$ cat src/rtl/kv_lzc_normalize_pkg.sv
// Shared definitions for the LZC normalizer: legal mantissa widths, the
// shift-count width derivation and the coarse/fine split of the shift.
package kv_lzc_normalize_pkg;

  localparam int unsigned KV_DEF_WIDTH      = 32;
  localparam int unsigned KV_DEF_EXP_WIDTH  = 10;

  // The fine shifter handles the low two count bits; the coarse shifter
  // handles the rest in steps of four.
  localparam int unsigned FINE_SHAMT_WIDTH  = 2;

  // Mantissa widths the FPU datapath is built for.
  function automatic bit kv_width_legal(input int unsigned w);
    return (w == 8) || (w == 32) || (w == 64) || (w == 128);
  endfunction

  // Width of a leading-zero count for a mantissa of w bits. The LZC encoder
  // uses the same function so the count widths always agree.
  function automatic int unsigned kv_encode_width(input int unsigned w);
    return $clog2(w);
  endfunction

endpackage

$ cat src/rtl/kv_lzc_normalize_if.sv
// Handshake and data bundle between the adder/LZC stage, the normalizer and
// the rounding stage.
interface kv_lzc_normalize_if
  import kv_lzc_normalize_pkg::*;
#(
  parameter int unsigned WIDTH     = KV_DEF_WIDTH,
  parameter int unsigned EXP_WIDTH = KV_DEF_EXP_WIDTH
) ();

  localparam int unsigned ENCODE_WIDTH = kv_encode_width(WIDTH);

  logic                    in_valid;
  logic                    in_ready;
  logic [WIDTH-1:0]        in_mant;
  logic [EXP_WIDTH-1:0]    in_exp;
  logic [ENCODE_WIDTH-1:0] in_lzc;

  logic                    out_valid;
  logic                    out_ready;
  logic [WIDTH-1:0]        out_mant;
  logic [EXP_WIDTH-1:0]    out_exp;
  logic                    out_adj;
  logic                    out_zero;

  // Upstream/downstream side that feeds operands and consumes results.
  modport master (
    output in_valid, in_mant, in_exp, in_lzc, out_ready,
    input  in_ready, out_valid, out_mant, out_exp, out_adj, out_zero
  );

  // Normalizer side.
  modport slave (
    input  in_valid, in_mant, in_exp, in_lzc, out_ready,
    output in_ready, out_valid, out_mant, out_exp, out_adj, out_zero
  );

endinterface

$ cat src/rtl/kv_lshift_stage.sv
// Combinational barrel-shift slice: shifts data_i left by
// shamt_i * 2**SHAMT_LSB, one mux level per shift-count bit.
module kv_lshift_stage #(
  parameter int unsigned WIDTH       = 32,
  parameter int unsigned SHAMT_WIDTH = 3,
  parameter int unsigned SHAMT_LSB   = 2
) (
  input  logic [WIDTH-1:0]       data_i,
  input  logic [SHAMT_WIDTH-1:0] shamt_i,
  output logic [WIDTH-1:0]       data_o
);

  // One conditional power-of-two shift per count bit.
  always_comb begin
    data_o = data_i;
    for (int k = 0; k < int'(SHAMT_WIDTH); k++) begin
      if (shamt_i[k]) begin
        data_o = data_o << (1 << (k + int'(SHAMT_LSB)));
      end
    end
  end

endmodule

$ cat src/rtl/kv_lzc_normalize.sv
// Two-stage left normalizer: coarse shift by the anticipated count in S1,
// fine shift plus one-bit LZA correction and exponent adjust in S2.
module kv_lzc_normalize
  import kv_lzc_normalize_pkg::*;
#(
  parameter int unsigned WIDTH     = KV_DEF_WIDTH,
  parameter int unsigned EXP_WIDTH = KV_DEF_EXP_WIDTH
) (
  input  logic               core_clk,
  input  logic               core_reset,
  kv_lzc_normalize_if.slave  bus
);

  localparam int unsigned ENCODE_WIDTH = kv_encode_width(WIDTH);
  localparam int unsigned COARSE_WIDTH = ENCODE_WIDTH - FINE_SHAMT_WIDTH;

  if (!kv_width_legal(WIDTH)) begin : g_bad_width
    $error("kv_lzc_normalize: WIDTH %0d is not one of 8, 32, 64, 128", WIDTH);
  end

  logic                        s1_valid_q;
  logic [WIDTH-1:0]            s1_mant_q;
  logic [FINE_SHAMT_WIDTH-1:0] s1_fine_q;
  logic [EXP_WIDTH-1:0]        s1_exp_q;
  logic                        s1_zero_q;

  logic [WIDTH-1:0]            s1_mant_d;
  logic [EXP_WIDTH-1:0]        s1_exp_d;
  logic                        s1_zero_d;

  logic                        s2_valid_q;
  logic [WIDTH-1:0]            s2_mant_q;
  logic [EXP_WIDTH-1:0]        s2_exp_q;
  logic                        s2_adj_q;
  logic                        s2_zero_q;

  logic [WIDTH-1:0]            s2_mant_d;
  logic [EXP_WIDTH-1:0]        s2_exp_d;
  logic                        s2_adj_d;
  logic [WIDTH-1:0]            fine_mant;

  logic                        s1_adv;
  logic                        s2_adv;

  // A stage may load when it is empty or its contents move on this edge.
  assign s2_adv       = ~s2_valid_q | bus.out_ready;
  assign s1_adv       = ~s1_valid_q | s2_adv;
  assign bus.in_ready = s1_adv;

  kv_lshift_stage #(
    .WIDTH       (WIDTH),
    .SHAMT_WIDTH (COARSE_WIDTH),
    .SHAMT_LSB   (FINE_SHAMT_WIDTH)
  ) u_coarse (
    .data_i  (bus.in_mant),
    .shamt_i (bus.in_lzc[ENCODE_WIDTH-1:FINE_SHAMT_WIDTH]),
    .data_o  (s1_mant_d)
  );

  assign s1_exp_d  = bus.in_exp - EXP_WIDTH'(bus.in_lzc);
  assign s1_zero_d = ~|bus.in_mant;

  kv_lshift_stage #(
    .WIDTH       (WIDTH),
    .SHAMT_WIDTH (FINE_SHAMT_WIDTH),
    .SHAMT_LSB   (0)
  ) u_fine (
    .data_i  (s1_mant_q),
    .shamt_i (s1_fine_q),
    .data_o  (fine_mant)
  );

  // Correction: an under-anticipated count leaves the MSB clear, so shift
  // one more place and take one more off the exponent. Zero forces all-zero.
  always_comb begin
    s2_mant_d = fine_mant;
    s2_exp_d  = s1_exp_q;
    s2_adj_d  = 1'b0;
    if (s1_zero_q) begin
      s2_mant_d = '0;
      s2_exp_d  = '0;
    end else if (!fine_mant[WIDTH-1]) begin
      s2_mant_d = fine_mant << 1;
      s2_exp_d  = s1_exp_q - EXP_WIDTH'(1);
      s2_adj_d  = 1'b1;
    end
  end

  // S1 register: captures an accepted beat, holds while stalled.
  always_ff @(posedge core_clk) begin
    if (core_reset) begin
      s1_valid_q <= 1'b0;
      s1_mant_q  <= '0;
      s1_fine_q  <= '0;
      s1_exp_q   <= '0;
      s1_zero_q  <= 1'b0;
    end else if (s1_adv) begin
      s1_valid_q <= bus.in_valid;
      if (bus.in_valid) begin
        s1_mant_q <= s1_mant_d;
        s1_fine_q <= bus.in_lzc[FINE_SHAMT_WIDTH-1:0];
        s1_exp_q  <= s1_exp_d;
        s1_zero_q <= s1_zero_d;
      end
    end
  end

  // S2 register: drives the outputs directly, holds while stalled.
  always_ff @(posedge core_clk) begin
    if (core_reset) begin
      s2_valid_q <= 1'b0;
      s2_mant_q  <= '0;
      s2_exp_q   <= '0;
      s2_adj_q   <= 1'b0;
      s2_zero_q  <= 1'b0;
    end else if (s2_adv) begin
      s2_valid_q <= s1_valid_q;
      if (s1_valid_q) begin
        s2_mant_q <= s2_mant_d;
        s2_exp_q  <= s2_exp_d;
        s2_adj_q  <= s2_adj_d;
        s2_zero_q <= s1_zero_q;
      end
    end
  end

  assign bus.out_valid = s2_valid_q;
  assign bus.out_mant  = s2_mant_q;
  assign bus.out_exp   = s2_exp_q;
  assign bus.out_adj   = s2_adj_q;
  assign bus.out_zero  = s2_zero_q;

endmodule
$ cat src/flat_wrapper.sv
// flat-port wrapper written by rule: the top's interface ports become plain ports
module kv_lzc_normalize_flat import kv_lzc_normalize_pkg::*;
#(
  parameter int unsigned WIDTH     = KV_DEF_WIDTH,
  parameter int unsigned EXP_WIDTH = KV_DEF_EXP_WIDTH
)
  (core_clk, core_reset, bus_in_valid, bus_in_mant, bus_in_exp, bus_in_lzc, bus_out_ready, bus_in_ready, bus_out_valid, bus_out_mant, bus_out_exp, bus_out_adj, bus_out_zero);
  kv_lzc_normalize_if #(.WIDTH(WIDTH), .EXP_WIDTH(EXP_WIDTH)) bus_i ();
  input  logic core_clk;
  input  logic core_reset;
  input wire logic [$bits(bus_i.in_valid)-1:0] bus_in_valid;
  input wire logic [$bits(bus_i.in_mant)-1:0] bus_in_mant;
  input wire logic [$bits(bus_i.in_exp)-1:0] bus_in_exp;
  input wire logic [$bits(bus_i.in_lzc)-1:0] bus_in_lzc;
  input wire logic [$bits(bus_i.out_ready)-1:0] bus_out_ready;
  output wire logic [$bits(bus_i.in_ready)-1:0] bus_in_ready;
  output wire logic [$bits(bus_i.out_valid)-1:0] bus_out_valid;
  output wire logic [$bits(bus_i.out_mant)-1:0] bus_out_mant;
  output wire logic [$bits(bus_i.out_exp)-1:0] bus_out_exp;
  output wire logic [$bits(bus_i.out_adj)-1:0] bus_out_adj;
  output wire logic [$bits(bus_i.out_zero)-1:0] bus_out_zero;
  assign bus_i.in_valid = bus_in_valid;
  assign bus_i.in_mant = bus_in_mant;
  assign bus_i.in_exp = bus_in_exp;
  assign bus_i.in_lzc = bus_in_lzc;
  assign bus_i.out_ready = bus_out_ready;
  assign bus_in_ready = bus_i.in_ready;
  assign bus_out_valid = bus_i.out_valid;
  assign bus_out_mant = bus_i.out_mant;
  assign bus_out_exp = bus_i.out_exp;
  assign bus_out_adj = bus_i.out_adj;
  assign bus_out_zero = bus_i.out_zero;
  kv_lzc_normalize #(.WIDTH(WIDTH), .EXP_WIDTH(EXP_WIDTH)) u_core (.core_clk(core_clk), .core_reset(core_reset), .bus(bus_i));
endmodule
$ cat config.mk
export PLATFORM = sky130hd
export DESIGN_NAME = kv_lzc_normalize_flat
export DESIGN_NICKNAME = d
export VERILOG_FILES = /design/src/rtl/kv_lzc_normalize_pkg.sv /design/src/rtl/kv_lzc_normalize_if.sv /design/src/rtl/kv_lshift_stage.sv /design/src/rtl/kv_lzc_normalize.sv /design/src/flat_wrapper.sv
export SDC_FILE = /design/constraint.sdc
export NUM_CORES = 1
export LEC_CHECK = 0
export ABC_AREA = 0
export CORE_AREA = 2 2 98 119
export DETAILED_ROUTE_END_ITERATION = 8
export DIE_AREA = 0 0 100 121
export PLACE_DENSITY = 0.76
export REMOVE_ABC_BUFFERS = 1
export SLEW_MARGIN = 5
export SYNTH_ARGS = -nofsm -noshare
export SYNTH_HDL_FRONTEND = slang
export SYNTH_SLANG_ARGS = --single-unit
$ cat constraint.sdc
create_clock -name core_clk -period 2.9 [get_ports core_clk]
set_clock_uncertainty 0.05 [all_clocks]
set_input_delay 0.435 -clock core_clk [delete_from_list [all_inputs] [get_ports core_clk]]
set_output_delay 0.435 -clock core_clk [all_outputs]
set_load 0.03 [all_outputs]
==> summary.txt, run 1 <==
Outcome
  • Outcome: finished, final reports clean

Timing
  • Final period util: 0.794
  • Final worst path period need: roughly 2.3 ns
  • RSZ-0062 raised after global routing: no
  • Final hold violations: 0
  • Fmax: ~430 MHz
  • Max_slew headroom: 0.419
  • Setup-failing EPs final: 0
  • Slew @ Worst Pin: roughly 0.87 ns
  • Hold slack: 0.400 ns
  • Setup TNS: 0 ns
  • Max-slew violation count: 0

Place
  • Routability cong.: approximately 0.96
  • Hpwl dp: 10300 µm
  • Port bufs: 96

Clock tree
  • Post-CTS Hold Buffers: 0
  • Setup Buffers After CTS: 0
  • # resized after CTS: 0
  • Worst-Skew Late Latency: roughly 0.35 ns
  • Root Buffer: clkbuf_16
  • CTS clk-pin slew, worst paths: ~0.060 ns
  • Max Root-Sink Buffers: 2
  • H-tree lvl count: 3
  • CTS tree: yes
  • Clock sink count: a little over 90
  • CTS Buf Count: 9

Job
  • Maxcap violations: 0

Setup path
  • Required time of the worst setup path: approximately 3.1 ns
  • Crit-path max cell delay: approximately 0.49 ns
  • Crit path launch type: input pin
  • CP max-delay cell: clkdlybuf4s50_1
  • WP data arrival: roughly 2.5 ns
  • Critical-path cell list: clkdlybuf4s50_1 > inv_1 > ha_1 > nor4_1 > nand2b_1 > or4_1 > a311oi_1
  • Worst Path Max Fanout: 5
  • Critical path class: in2reg
  • WP buf/inv: 2
  • CP endpoint kind: register
  • Family with the most delay on the worst path: simple AND/OR/NAND/NOR gates

Pwr
  • Maximum vdd ir drop: about 250 µV
  • Pwr Density: ~480 nW/µm²
  • Leakage power: 2.30 nW

Global routing
  • Routing usage on met2: 0.392
  • First-pass GRT wire length: roughly 23000 µm
  • Overflow after GRT: 0
  • Largest net degree at the start of global routing: 51
  • GRT Resource Usage Total: 0.234
  • GR Util met3: 0.0317
  • Vias in the first global route: around 4.5k
  • Met1 Track Usage GR: 0.303
  • Antenna violations before repair: 0
  • Layer with the highest usage: met2

Hold path
  • Worst hold path type: reg2reg

Routing
  • WL final: approximately 14000 µm
  • Routed length per instance: 17.7 µm
  • DR iter-0 viols: between 200 and 250
  • Vias/cell: just over 6
  • DR DRC count: 0
  • Routed Antenna Nets: 0
  • Pre-antenna DRT Iters: 5
  • Via Count: approximately 4.8k

Finish
  • Final net count: 708
  • N_diodes: 0
  • Fill cell count: between 900 and 1k
  • Syn-to-layout area delta: 23.6%
  • Post-layout util: 0.612
  • Share of layout cells above drive strength 1: 0.128

Yosys
  • Yosys reg bits: just over 90
  • Synth cell types: just under 50
  • Post-synth design cell area: about 5400 µm²
  • EDFF count, synth: 0
  • Number of warning messages in the yosys log: 0
  • Async set or reset register ratio after synthesis: 0
  • Top_reg_cell synth: dfxtp_1
  • Seq/Total Area, Yosys: 0.337
  • Cells after synthesis: about 580
  • Mapped Avg Cell Area: ~9.4 µm²

Floorplanning
  • Die H: roughly 120 µm
  • # IOs: 97
  • Starting Density: 0.495
  • DIE AREA: 12100 µm²
  • Die width: 100 µm
  • Core footprint: ~11000 µm²
  • Row count: 42
[cell families (layout without fill, tap and decap cells)]
family	count (synthesis)	count (layout)	share of synthesized area
and+or+nand+nor	189	189	0.170
AOI/OAI and AO/OA	114	114	0.135
muxes	104	104	0.273
DFF	91	91	0.337
buffers and inverters	58	137	0.0476
xor gates and xnor gates	12	12	0.0194
adders and majority gates	7	7	0.0176
[worst paths after layout]
check	startpoint	endpoint	slack, ns	cells after the start
worst max register to register	u_core.s1_fine_q[0]	u_core.bus.out_mant[29]	0.72	5
worst min-delay path	u_core.bus.out_mant[26]	u_core.bus.out_mant[26]	0.40	2
worst max-delay path	bus_in_lzc[4]	u_core.s1_exp_q[9]	0.60	7
worst min register to register	u_core.bus.out_mant[26]	u_core.bus.out_mant[26]	0.40	2
[where the power goes]
part	switching [mW]	internal, mW	total, mW
clock network	0.489	0.573	1.06
registers	0.0647	1.32	1.38
logic	0.399	0.358	0.757
[Yosys cell counts, types with 2 or more instances]
library cell | n | area (µm²)
dfxtp_1 | 91 | 1820
nand2_1 | 79 | 297
mux2i_1 | 59 | 591
nor2_1 | 39 | 146
o21ai_0 | 36 | 180
mux4_2 | 34 | 766
clkbuf_1 | 26 | 97.6
a21oi_1 | 24 | 120
nor3_1 | 13 | 65.1
a311oi_1 | 11 | 96.3
inv_1 | 11 | 41.3
mux2_2 | 11 | 124
nand3_1 | 10 | 50.1
xnor2_1 | 10 | 87.6
nor4_1 | 9 | 56.3
a211oi_1 | 8 | 60.1
a22oi_1 | 8 | 60.1
buf_2 | 8 | 40.0
buf_1 | 6 | 22.5
buf_4 | 6 | 45.0
ha_1 | 6 | 75.1
or3_1 | 6 | 37.5
nand3b_1 | 5 | 37.5
o21ai_1 | 5 | 25.0
or4_1 | 5 | 37.5
a221oi_1 | 4 | 35.0
o2bb2ai_1 | 4 | 35.0
a22o_1 | 3 | 26.3
and2_0 | 3 | 18.8
and2_1 | 3 | 18.8
nand2b_1 | 3 | 18.8
nand4_1 | 3 | 18.8
o31ai_1 | 3 | 22.5
nor2b_1 | 2 | 12.5
nor4_2 | 2 | 25.0
nor4_4 | 2 | 42.5
o211ai_1 | 2 | 15.0
o21a_1 | 2 | 15.0
or3b_2 | 2 | 17.5
xor2_1 | 2 | 17.5
[metrics by stage]
stage / area, µm² / cells / power (mW) / setup WS [ns]
final: 6690 / 786 / 3.20 / 0.598
after global routing: 6690 / 786 / 3.33 / 0.451
after CTS: 6690 / 786 / 3.21 / 0.600
after detailed placement: 6430 / 771 / 2.16 / 0.260
after global placement: 6430 / 771 / 2.14 / 0.334
after floorplan: 5200 / 528 / 1.86 / -0.172
[final cells by class]
cell class | count | area [µm²] | share of cell area
multi-input combinational | 426 | 3340 | 0.499
sequential | 91 | 1820 | 0.272
timing repair buffer | 111 | 1060 | 0.159
clock buffer | 10 | 229 | 0.0342
tap | 132 | 165 | 0.0247
inverter | 11 | 41.3 | 0.00617
clock inverter | 5 | 31.3 | 0.00468
[metal layers]
layer | share of wire | vias to the layer above
met3 | 0.049 | 29
met1 | 0.43 | 2297
li1 | - | 2284
met2 | 0.50 | 173
met5 | 0 | -
met4 | 0.027 | 0
[cells in the final DEF, fill, tap and decap left out, drive strengths merged, types with 8 or more instances in the layout]
master / instances
a22oi: 8
nand2: 79
nand3: 10
mux2: 11
nor2: 39
clkbuf: 10
xnor2: 10
o21ai: 41
mux4: 34
dfxtp: 91
mux2i: 59
clkdlybuf4s50: 94
nor3: 13
nor4: 13
a211oi: 8
a311oi: 11
buf: 17
a21oi: 24
inv: 11
[worst register-to-register path, delay by kind of cell (launching register included)]
family / cells / cell delay [ns]
buffers and inverters: 1 / 0.29
flip-flops: 1 / 0.35
AO/OA/AOI/OAI: 1 / 0.12
multiplexers: 3 / 1.30
[flip-flops by register name, summed over array words and instances (netlist names), 2 cells and up]
signal and cells:
u_core.s1_fine_q 2, u_core.s1_exp_q 10, u_core.bus.out_mant 32, u_core.s1_mant_q 32, u_core.bus.out_exp 10
(Power assumes the default switching activity.)
==> run 2: changes to the inputs <==
--- a/config.mk
+++ b/config.mk
@@ -6,9 +6,9 @@
 export NUM_CORES = 1
 export LEC_CHECK = 0
 export ABC_AREA = 0
-export CORE_AREA = 2 2 98 119
+export CORE_AREA = 2 2 100 122
 export DETAILED_ROUTE_END_ITERATION = 8
-export DIE_AREA = 0 0 100 121
+export DIE_AREA = 0 0 102 124
 export PLACE_DENSITY = 0.76
 export REMOVE_ABC_BUFFERS = 1
 export SLEW_MARGIN = 5
==> constraint.sdc (replaced) <==
create_clock -name core_clk -period 1.9 [get_ports core_clk]
set_clock_uncertainty 0.05 [all_clocks]
set_input_delay 0.285 -clock core_clk [delete_from_list [all_inputs] [get_ports core_clk]]
set_output_delay 0.285 -clock core_clk [all_outputs]
set_load 0.03 [all_outputs]
==> run 2 against run 1 <==
Cell count rose by 11%; global-route usage increased by 0.94 points; non-clock buffer count grew 61; die area up 4.5%; critical path type unchanged; critical endpoint unchanged; largest cell class unchanged; largest power group unchanged.
==> summary.txt, run 2 (same netlist as run 1, synthesis figures left out) <==
Outcome
  • Outcome: finished, final reports clean

Floorplanning
  • Row count: 43 (+2.4%)
  • # IOs: 97 (unchanged)
  • Core footprint: 11400 µm² (+4.3%)
  • Starting Density: 0.475 (-0.0206)
  • DIE AREA: 12600 µm² (+4.5%)
  • Die width: 102 µm (+2.0%)
  • Die H: 124 µm (+2.5%)

Routing
  • Routed Antenna Nets: 0 (unchanged)
  • WL final: 15100 µm (+8.9%)
  • Routed length per instance: 17.3 µm (-1.9%)
  • Pre-antenna DRT Iters: 5 (unchanged)
  • Vias/cell: 5.81 (-4.5%)
  • Via Count: 5072 (+6.0%)
  • DR DRC count: 0 (unchanged)
  • DR iter-0 viols: 338 (+37%)

Pwr
  • Internal power: 4.01 mW (+78%)
  • Clock share of power: 0.379 (+0.047)
  • Sequential power share: 0.379 (-0.052)
  • Switching share of power: 0.279 (-0.0192)
  • Leakage power: 2.71 nW (+18%)
  • Total power: 5.56 mW (+74%)
  • Maximum vdd ir drop: 573 µV (+130%)
  • Pwr Density: 746 nW/µm² (+56%)
  • Comb pwr share: 0.243 (+0.006)
  • Switch Pwr: 1.55 mW (+62%)

Timing
  • Final period util: 0.960
  • Final worst path period need: between 1.5 and 2 ns
  • Final hold violations: 0 (unchanged)
  • Max_slew headroom: 0.652 (+0.233)
  • Setup TNS: 0 ns (unchanged)
  • Slew @ Worst Pin: 0.518 ns (-0.354 ns)
  • Setup-failing EPs final: 0 (unchanged)
  • RSZ-0062 raised after global routing: no
  • Fmax: around 550 MHz
  • Max-slew violation count: 0 (unchanged)

Place
  • Placed Area: 6960 µm² (+8.2%)
  • Hpwl dp: 11200 µm (+8.5%)
  • Routability cong.: 0.929 (-3.6%)
  • Port bufs: 96 (unchanged)

Finish
  • Commonest non-fill, non-tap cell in the layout: dfxtp_1
  • Design Area, Final: 7450 µm² (+11%)
  • N_diodes: 0 (unchanged)
  • Final net count: 769 (+8.6%)
  • Syn-to-layout area delta: 37.7%
  • Post-layout util: 0.653 (+0.0413)
  • Share of layout cells above drive strength 1: 0.230 (+0.102)
  • Most frequent cells in the layout: 90 x dfxtp_1, 86 x clkdlybuf4s50_1, 78 x nand2_1, 71 x buf_4, 59 x mux2i_1

Setup path
  • Crit path launch type: input pin
  • Required time of the worst setup path: 2.10 ns (-1.00 ns)
  • CP endpoint kind: register
  • WP data arrival: 2.03 ns (-0.47 ns)
  • Critical path class: in2reg
  • Worst Path Max Fanout: 3 (-2)

Global routing
  • Largest net degree at the start of global routing: 51 (unchanged)
  • Vias in the first global route: 4951 (+8.8%)
  • Overflow after GRT: 0 (unchanged)
  • Antenna violations before repair: 0 (unchanged)
  • First-pass GRT wire length: 24300 µm (+7.6%)
  • GRT Resource Usage Total: 0.243 (+0.00939)

Clock tree
  • H-tree lvl count: 3 (unchanged)
  • CTS tree: yes
  • Clock sink count: 91 (unchanged)
  • Max Root-Sink Buffers: 2 (unchanged)
  • Root Buffer: clkbuf_16
  • CTS Buf Count: 9 (unchanged)
  • CTS clk-pin slew, worst paths: 0.07 ns (about the same)
  • Post-CTS Hold Buffers: 0 (unchanged)
  • Worst-Skew Late Latency: 0.35 ns (about the same)

Hold path
  • Worst hold path type: in2reg

Job
  • Maxcap violations: 0 (unchanged)
[run 2: metrics by stage]
| step | worst slack [ns] | cells | hold WS [ns] |
|---|---|---|---|
| 2_1_floorplan | -1.17 | 528 | 0.304 |
| 3_3_place_gp | -0.458 | 854 | 0.386 |
| 4_1_cts | 0.00103 | 872 | 0.221 |
| 3_5_place_dp | -0.561 | 854 | 0.392 |
| 5_1_grt | 0.00453 | 873 | 0.247 |
| 6_report | 0.0756 | 873 | 0.228 |
[run 2: path summary, 6_finish.rpt]
path	from	endpoint	slack (ns)	depth (start not counted)
worst min register to register	u_core.bus.out_exp[5]	u_core.bus.out_exp[5]	0.40	2
worst max register to register	u_core.s1_fine_q[1]	u_core.bus.out_exp[9]	0.10	5
worst max-delay path	bus_in_exp[7]	u_core.s1_exp_q[9]	0.08	5
worst min-delay path	core_reset	u_core.bus.out_mant[1]	0.23	2
[run 2: repair_timing]
item / CTS / global route
setup endpoints to repair: 5 / 11
buffers inserted: 2 / 1
gates resized for setup: 13 / 18
pin swaps: 11 / 9
[run 2: area by class of cell]
cell class	count	area, µm²
clock buffers	10	239
clock inverters	6	111
fillers	944	3950
inverters	11	41.3
multi-input cells	426	3450
flip-flops and latches	91	1820
well taps	157	196
repair buffers	172	1590
[run 2: power groups by stage]
stage          clock network, mW  registers [mW]  logic (mW)
2_1_floorplan                  0            2.22       0.622
3_3_place_gp                   0            2.14        1.25
3_5_place_dp                   0            2.15        1.29
4_1_cts                     2.13            2.10        1.31
5_1_grt                     2.21            2.12        1.44
6_report                    2.10            2.10        1.35
[run 2: routing by layer]
| layer | routed length (µm) | global-route usage |
|---|---|---|
| met4 | 451 | 0.101 |
| met2 | 7660 | 0.412 |
| met5 | 0 | 0 |
| met1 | 6180 | 0.305 |
| met3 | 828 | 0.0438 |
[run 2: critical path, cell delays in order]
cell	delay, ns
clkdlybuf4s50_1	0.53
nor4_4	0.32
nand2b_1	0.11
or4_1	0.52
a311oi_1	0.27
